**config.mk**
```make
export PLATFORM = sky130hd
export DESIGN_NAME = adc_led_scheduler
export DESIGN_NICKNAME = d
export VERILOG_FILES = /design/src/rtl/adc_led_scheduler.sv
export SDC_FILE = /design/constraint.sdc
export NUM_CORES = 1
export LEC_CHECK = 0
export BUFFER_PORTS_ARGS = -buffer_cell sky130_fd_sc_hd__buf_2
export CAP_MARGIN = 20
export CORE_UTILIZATION = 55
export CTS_BUF_LIST = sky130_fd_sc_hd__clkbuf_8
export CTS_CLUSTER_SIZE = 10
export DETAILED_ROUTE_END_ITERATION = 7
export GPL_ROUTABILITY_DRIVEN = 0
export PLACE_DENSITY = 0.82
export SYNTH_ARGS = -nofsm -noshare
export SYNTH_HDL_FRONTEND = slang
export SYNTH_SLANG_ARGS = --single-unit
export TNS_END_PERCENT = 5
```
**constraint.sdc**
```tcl
create_clock -name clk -period 4.1 [get_ports clk]
set_input_delay 0.205 -clock clk [delete_from_list [all_inputs] [get_ports clk]]
set_output_delay 0.205 -clock clk [all_outputs]
set_load 0.02 [all_outputs]
```
**src/rtl/adc_led_scheduler.sv**
```systemverilog
// Two-channel ADC level-bar scheduler: one DWELL_CYCLES window per channel, led_out registered at window end, inputs never stalled.
// ADC_LED_SCHED_PEAK_EN shows the window max/min pair; undefined, it shows the last valid sample of the window.
module adc_led_scheduler #(
  parameter int ADC_WIDTH        = 14,
  parameter int AXIS_TDATA_WIDTH = 32,
  parameter int BIT_OFFSET       = 4,
  parameter int DWELL_CYCLES     = 62500000,
  parameter int CNT_WIDTH        = 27
) (
  input  logic                        clk,
  input  logic                        rst,
  input  logic [AXIS_TDATA_WIDTH-1:0] S_AXIS_A_tdata,
  input  logic                        S_AXIS_A_tvalid,
  input  logic [AXIS_TDATA_WIDTH-1:0] S_AXIS_B_tdata,
  input  logic                        S_AXIS_B_tvalid,
  input  logic [1:0]                  mode,
  output logic [7:0]                  led_out,
  output logic                        ch_sel,
  output logic                        frame_done
);

  localparam int L = ADC_WIDTH - BIT_OFFSET - 3;
  localparam logic signed [ADC_WIDTH-1:0] SAT_HI  = ADC_WIDTH'((4 << L) - 1);
  localparam logic signed [ADC_WIDTH-1:0] SAT_LO  = ADC_WIDTH'(-(4 << L));
  localparam logic [CNT_WIDTH-1:0]        CNT_END = CNT_WIDTH'(DWELL_CYCLES - 1);

  typedef enum logic [1:0] {S_CLEAR, S_ACQ, S_LATCH} state_t;

  state_t                 state_q, state_d;
  logic [CNT_WIDTH-1:0]   cnt_q, cnt_d;
  logic [1:0]             mode_r_q, mode_r_d;
  logic                   cur_ch_q, cur_ch_d;
  logic                   acq_ch_q, acq_ch_d;
  logic                   seen_q, seen_d;
  logic [7:0]             led_q, led_d;
  logic                   ch_sel_q, ch_sel_d;
  logic                   done_q, done_d;
  logic signed [ADC_WIDTH-1:0] samp;
  logic                   samp_vld;
  logic                   unused_tdata;

  assign samp     = cur_ch_q ? S_AXIS_B_tdata[ADC_WIDTH-1:0] : S_AXIS_A_tdata[ADC_WIDTH-1:0];
  assign samp_vld = cur_ch_q ? S_AXIS_B_tvalid : S_AXIS_A_tvalid;
  assign unused_tdata = ^{S_AXIS_A_tdata[AXIS_TDATA_WIDTH-1:ADC_WIDTH],
                          S_AXIS_B_tdata[AXIS_TDATA_WIDTH-1:ADC_WIDTH]};

  // Band code 011 lights bit0 and 100 lights bit7: index is 3 minus the signed code.
  function automatic logic [7:0] band_led(input logic signed [ADC_WIDTH-1:0] s);
    logic [2:0] code;
    if (s > SAT_HI)      code = 3'b011;
    else if (s < SAT_LO) code = 3'b100;
    else                 code = s[L+2:L];
    return 8'b1 << (3'd3 - code);
  endfunction

`ifdef ADC_LED_SCHED_PEAK_EN
  logic signed [ADC_WIDTH-1:0] max_q, max_d, min_q, min_d;
`else
  logic signed [ADC_WIDTH-1:0] last_q, last_d;
`endif

  always_ff @(posedge clk) begin
    if (rst) state_q <= S_CLEAR;
    else     state_q <= state_d;
  end

  always_comb begin
    state_d = state_q;
    case (state_q)
      S_CLEAR: state_d = S_ACQ;
      S_ACQ:   if (cnt_q == CNT_END) state_d = S_LATCH;
      S_LATCH: state_d = S_CLEAR;
      default: state_d = S_CLEAR;
    endcase
  end

  always_comb begin
    cnt_d    = cnt_q;
    mode_r_d = mode_r_q;
    cur_ch_d = cur_ch_q;
    acq_ch_d = acq_ch_q;
    seen_d   = seen_q;
    led_d    = led_q;
    ch_sel_d = ch_sel_q;
    done_d   = 1'b0;
`ifdef ADC_LED_SCHED_PEAK_EN
    max_d    = max_q;
    min_d    = min_q;
`else
    last_d   = last_q;
`endif
    case (state_q)
      S_CLEAR: begin
        cnt_d    = '0;
        mode_r_d = mode;
        seen_d   = 1'b0;
        // Fixed modes pick their channel without disturbing the auto-alternation pointer.
        if (mode == 2'b01)      cur_ch_d = 1'b0;
        else if (mode == 2'b10) cur_ch_d = 1'b1;
        else                    cur_ch_d = acq_ch_q;
`ifdef ADC_LED_SCHED_PEAK_EN
        max_d = {1'b1, {(ADC_WIDTH-1){1'b0}}};
        min_d = {1'b0, {(ADC_WIDTH-1){1'b1}}};
`endif
      end
      S_ACQ: begin
        cnt_d = cnt_q + 1'b1;
        if (samp_vld) begin
          seen_d = 1'b1;
`ifdef ADC_LED_SCHED_PEAK_EN
          if (samp > max_q) max_d = samp;
          if (samp < min_q) min_d = samp;
`else
          last_d = samp;
`endif
        end
      end
      S_LATCH: begin
        done_d   = 1'b1;
        ch_sel_d = cur_ch_q;
        if (!seen_q || mode_r_q == 2'b11) led_d = 8'h00;
`ifdef ADC_LED_SCHED_PEAK_EN
        else led_d = band_led(max_q) | band_led(min_q);
`else
        else led_d = band_led(last_q);
`endif
        if (mode_r_q == 2'b00) acq_ch_d = ~acq_ch_q;
      end
      default: ;
    endcase
  end

  always_ff @(posedge clk) begin
    if (rst) begin
      cnt_q    <= '0;
      mode_r_q <= 2'b00;
      cur_ch_q <= 1'b0;
      acq_ch_q <= 1'b0;
      seen_q   <= 1'b0;
      led_q    <= 8'hFF;
      ch_sel_q <= 1'b0;
      done_q   <= 1'b0;
`ifdef ADC_LED_SCHED_PEAK_EN
      max_q    <= '0;
      min_q    <= '0;
`else
      last_q   <= '0;
`endif
    end else begin
      cnt_q    <= cnt_d;
      mode_r_q <= mode_r_d;
      cur_ch_q <= cur_ch_d;
      acq_ch_q <= acq_ch_d;
      seen_q   <= seen_d;
      led_q    <= led_d;
      ch_sel_q <= ch_sel_d;
      done_q   <= done_d;
`ifdef ADC_LED_SCHED_PEAK_EN
      max_q    <= max_d;
      min_q    <= min_d;
`else
      last_q   <= last_d;
`endif
    end
  end

  assign led_out    = led_q;
  assign ch_sel     = ch_sel_q;
  assign frame_done = done_q;

endmodule

```
======== Word level (Yosys, flattened, before mapping) ========
Index checks and enable logic that the tools add are counted.
storage, ports and cells
  input bits .............................. 70
  bits in registers ....................... 58
cells by class
  $add $sub $neg .......................... 2
  equal/unequal tests ..................... 8
  reduce and logical (&&, ||, !) cells .... 8
  shift operators ......................... 1
  $lt $le $gt $ge ......................... 2
  bitwise operators ....................... 1
  mux-type cells .......................... 15
operators by type and width
  kind                     count
  $pmux W27 S2             1
  $add A27 B1 Y27 const B  1
  $eq A27 B26 Y1 const B   1
  $gt A14 B10 Y1 const B   1
  $lt A14 B10 Y1 const B   1
  $mux W14                 1
  $mux W3                  4
  $mux W8                  1
  $shl A1 B3 Y8 const A    1
  $eq A2 B2 Y1 const B     3
  $reduce_and A2 Y1        3
  $mux W1                  5
  $eq A2 B1 Y1 const B     2
  $logic_not A2 Y1         2
  $ne A2 B2 Y1 const B     2
  $pmux W2 S2              1
  $sub A2 B3 Y3 const A    1
  $mux W2                  1
  $pmux W1 S2              1
  $reduce_bool A2 Y1       1
  $logic_not A1 Y1         1
  $logic_or A1 B1 Y1       1
  $not A1 Y1               1

======== Depth between registers and ports, before layout ========
  word-level depth ........................ 8
  gate-level depth with buffers ........... 6
  depth with buffers taken out ............ 5

======== Least setup slack after synthesis ========
OpenSTA, ideal clock, no wires.
  kind .................................... flip-flop to flip-flop
  from .................................... register cnt_q[0]
  to ...................................... register cnt_q[26]
  data arrival time ....................... 1.809 ns
  data required time ...................... 4.030 ns
  library setup time ...................... 0.070 ns
  path slack .............................. 2.221 ns
  stages on the path, launching flop included .. 6
  path through ............................ dfxtp_1 ha_1 nand4_2 or4_4 or4_1 a21oi_1
between the ends
  longest elaborated chain between the ends .. 2
ends and longest elaborated chain
  element                   RTL line  RTL
  start: declaration        30        logic [CNT_WIDTH-1:0] cnt_q, cnt_d;
  start signal: assignment  150       cnt_q <= cnt_d;
  $add A27 B1 Y27           107       cnt_d = cnt_q + 1'b1;
  $pmux W27 S2              92        case (state_q)
No other way between the ends.
A chain may end at the register's enable or synchronous reset.

======== Final worst setup path ========
  from .................................... register state_q[1]
  to ...................................... register cnt_q[26]
between the ends
  longest elaborated chain between the ends .. 2
ends and longest elaborated chain
  element                                                    RTL line  RTL
  start: declaration                                         29        state_t state_q, state_d;
  start signal: assignment                                   64        else state_q <= state_d;
  $eq A2 B1 Y1 / $logic_not A2 Y1 (equally long branches)    92
  $pmux W27 S2 / $reduce_bool A2 Y1 (equally long branches)  -
Several ways; a longest one is shown, not always the timed one.

==> flow_metrics.py <==
metrics = {
    "timing": {
        "slew_headroom": 0.5116,
        "layout_setup_ws_ps": 1851,
        "drv_slew": 0,
        "rsz0062_at_grt": "false",
        "maxClockFrequency_ghz": 0.4446,
        "final.period_utilization": 0.5486,
        "skew_ps": 10.09,
        "period_minus_slack_ps": 2249,
        "tightest_slew_ps": 729.4,
        "setup_viol": 0,
        "setup_tns_ps": 0,
        "hold_violations": 0,
    },
    "route": {
        "finalWirelength_um": 4792,
        "vias": 2065,
        "wire_per_inst_um": 14.01,
        "firstDrtPassIters": 4,
        "drtAntennaViolNets": 0,
        "via_per_inst": 6.038,
        "detail_route.iter0.violations": 144,
        "drc": 0,
    },
    "setup_path": {
        "crit_required_ps": 4340,
        "crit_chain": "nand4b_2 -> or4_4 -> or4_1 -> a21oi_1",
        "worstPathArrival_ps": 2490,
        "reg2reg_depth": 4,
        "critPathMaxFanout": 21,
        "reg2reg_to": "cnt_q[26]",
        "start_kind": "register",
        "rr_startpoint": "state_q[1]",
        "end_kind": "register",
        "r2r_slack_ps": 1850,
        "critPathSlowestCell": "or4_4",
        "crit_type": "reg -> reg",
        "slowest_delay_ps": 640,
    },
    "die": {
        "dieArea_mm2": 0.004582,
        "std_cell_rows": 23,
        "design.portCount": 80,
        "core-area_mm2": 0.004058,
        "start_util": 0.5850,
        "dieHeight_um": 67.69,
        "die_w_um": 67.69,
    },
    "synthesis": {
        "syn-cell-area_mm2": 0.002374,
        "ys_seq_area_frac": 0.4302,
        "synth_flop_cell": "dfxtp_1",
        "netlist_instances": 274,
        "yosysUniqueCellTypes": 45,
        "synth_async_sr_flop_share": 0,
        "syn_nets": 345,
        "synth_edf_count": 0,
        "yosysWarnings": 0,
        "synth_seq_cells": 51,
        "synth_area_per_cell_um2": 8.663,
    },
    "grt": {
        "grt-ovfl-total": 0,
        "grt_pass1_wl_um": 7928,
        "grt_pass1_vias": 1848,
        "grt_start_max_net_pins": 28,
        "antenna_found_initial": 0,
        "grtUsageTotal": 0.2292,
    },
    "pwr": {
        "ir_worst_vdd_v": 0.0002616,
        "p_per_area_mw_per_mm2": 329.0,
        "power.leakage_nw": 0.8928,
        "p_total_mw": 0.8510,
    },
    "clock_tree": {
        "htree_levels": 2,
        "cts_resized": 0,
        "cts.reportedPaths.clkPinSlew_ps": 90,
        "cts_sinks": 51,
        "root_buffer": "clkbuf_8",
        "clock_latency_ps": 310,
        "clockBufferDepth": 2,
        "cts_buffers": 5,
        "cts_tree": "yes",
        "cts_hold_buf": 0,
        "cts_setup_buffers": 0,
    },
    "run_status": {
        "status": "completed",
    },
    "cells_and_area": {
        "finalNonFillerCells": 342,
        "drive_above_1_share": 0.1507,
        "diodes": 0,
        "synthToLayoutAreaGrowth_pct": 8.962,
        "final_nets": 362,
    },
    "placed_design": {
        "dp_hpwl_um": 3354,
        "numPortBuffers": 29,
        "dp.cells": 334,
        "pre_cts_slack_ps": 1912,
    },
    "hold_path": {
        "worstHoldPathCells": 3,
        "min_from": "mode[0]",
        "holdPathEnd": "mode_r_q[0]",
        "hold_path.class": "in -> reg",
    },
    "job": {
        "cap_viol_max_count": 0,
    },
}
cells by family after synthesis:
group,synth area share
xor+xnor,0.04059
fa+ha+maj,0.005271
buf+inv,0.03690
mux,0.04270
compound gates,0.1566
simple gates,0.2878
flops,0.4302
cells in the final DEF, fill, tap and decap left out, types with 2 or more instances in the layout:
cell type	instances
o211ai_1	2
dfxtp_1	51
nand3_1	8
o31ai_1	8
or3_1	6
clkbuf_8	5
a211oi_1	7
nand4_1	13
nand2_1	20
nand2b_1	2
or4_1	8
xor2_1	6
xnor2_1	5
a21oi_1	21
nor4_1	3
mux2i_1	9
or2_2	2
nor3_1	6
nor3b_1	2
and4_1	6
a221o_1	5
buf_2	29
nor2b_1	3
nor2_1	32
inv_1	3
o21ai_0	11
Yosys cell counts, drive strengths merged (7+ instances only):
cell type,count,share of area
a211oi,7,0.022
a21oi,21,0.044
buf,7,0.015
clkbuf,12,0.019
dfxtp,51,0.43
mux2i,9,0.038
nand2,20,0.032
nand3,8,0.017
nand4,14,0.040
nor2,32,0.051
o21ai,11,0.023
o31ai,8,0.025
or4,9,0.030
registers in the layout, indices dropped and copies added, names as in the netlist:
register and flops:
cnt_q 27, last_q 7, acq_ch_q 1, ch_sel 1
cur_ch_q 1, led_out 8, mode_r_q 2, frame_done 1
seen_q 1, state_q 2
area by class of cell:
| cell class | count | area, um^2 |
|---|---|---|
| multi-input combinational | 202 | 1265 |
| tap | 50 | 62.56 |
| inverter | 2 | 7.507 |
| clock buffer | 5 | 68.82 |
| sequential | 51 | 1021 |
| clock inverter | 3 | 16.27 |
| fill | 339 | 1471 |
| timing repair buffer | 29 | 145.1 |
worst max-delay path by stage:
| stage | slack [ps] | startpoint | end |
|---|---|---|---|
| finish | 1850 | state_q[1] | cnt_q[26] |
| global route | 1750 | state_q[1] | cnt_q[26] |
| floorplan | 2220 | cnt_q[0] | cnt_q[26] |
| detailed placement | 1910 | state_q[1] | cnt_q[26] |
| global placement | 1930 | state_q[1] | cnt_q[26] |
| CTS | 1870 | state_q[1] | cnt_q[26] |
worst max-delay path, delay by kind of cell, from the launching register on:
kind,cells,cell delay (ps)
AOI/OAI and AO/OA,1,150
DFF,1,530
and+or+nand+nor,3,1500
through the flow:
| step | hold WS (ps) | utilization | area [um^2] |
|---|---|---|---|
| global placement | 452.7 | 0.6164 | 2501 |
| CTS | 136.5 | 0.6374 | 2586 |
| global route | 136.2 | 0.6374 | 2586 |
| detailed placement | 450.3 | 0.6164 | 2501 |
| finish | 141.9 | 0.6374 | 2586 |
| floorplan | 341.0 | - | 2374 |
metal layers:
layer,global-route usage,routed length (um)
met1,0.2935,2308
met2,0.3738,2232
met3,0.04054,169
met4,0.09840,82
met5,0,0
report_power, final:
group / switching (mW) / total (mW) / internal, mW
clock: 0.165 / 0.282 / 0.117
sequential: 0.0113 / 0.516 / 0.504
combinational: 0.0298 / 0.0536 / 0.0238
Note: power is estimated with default switching activity, not from simulation.
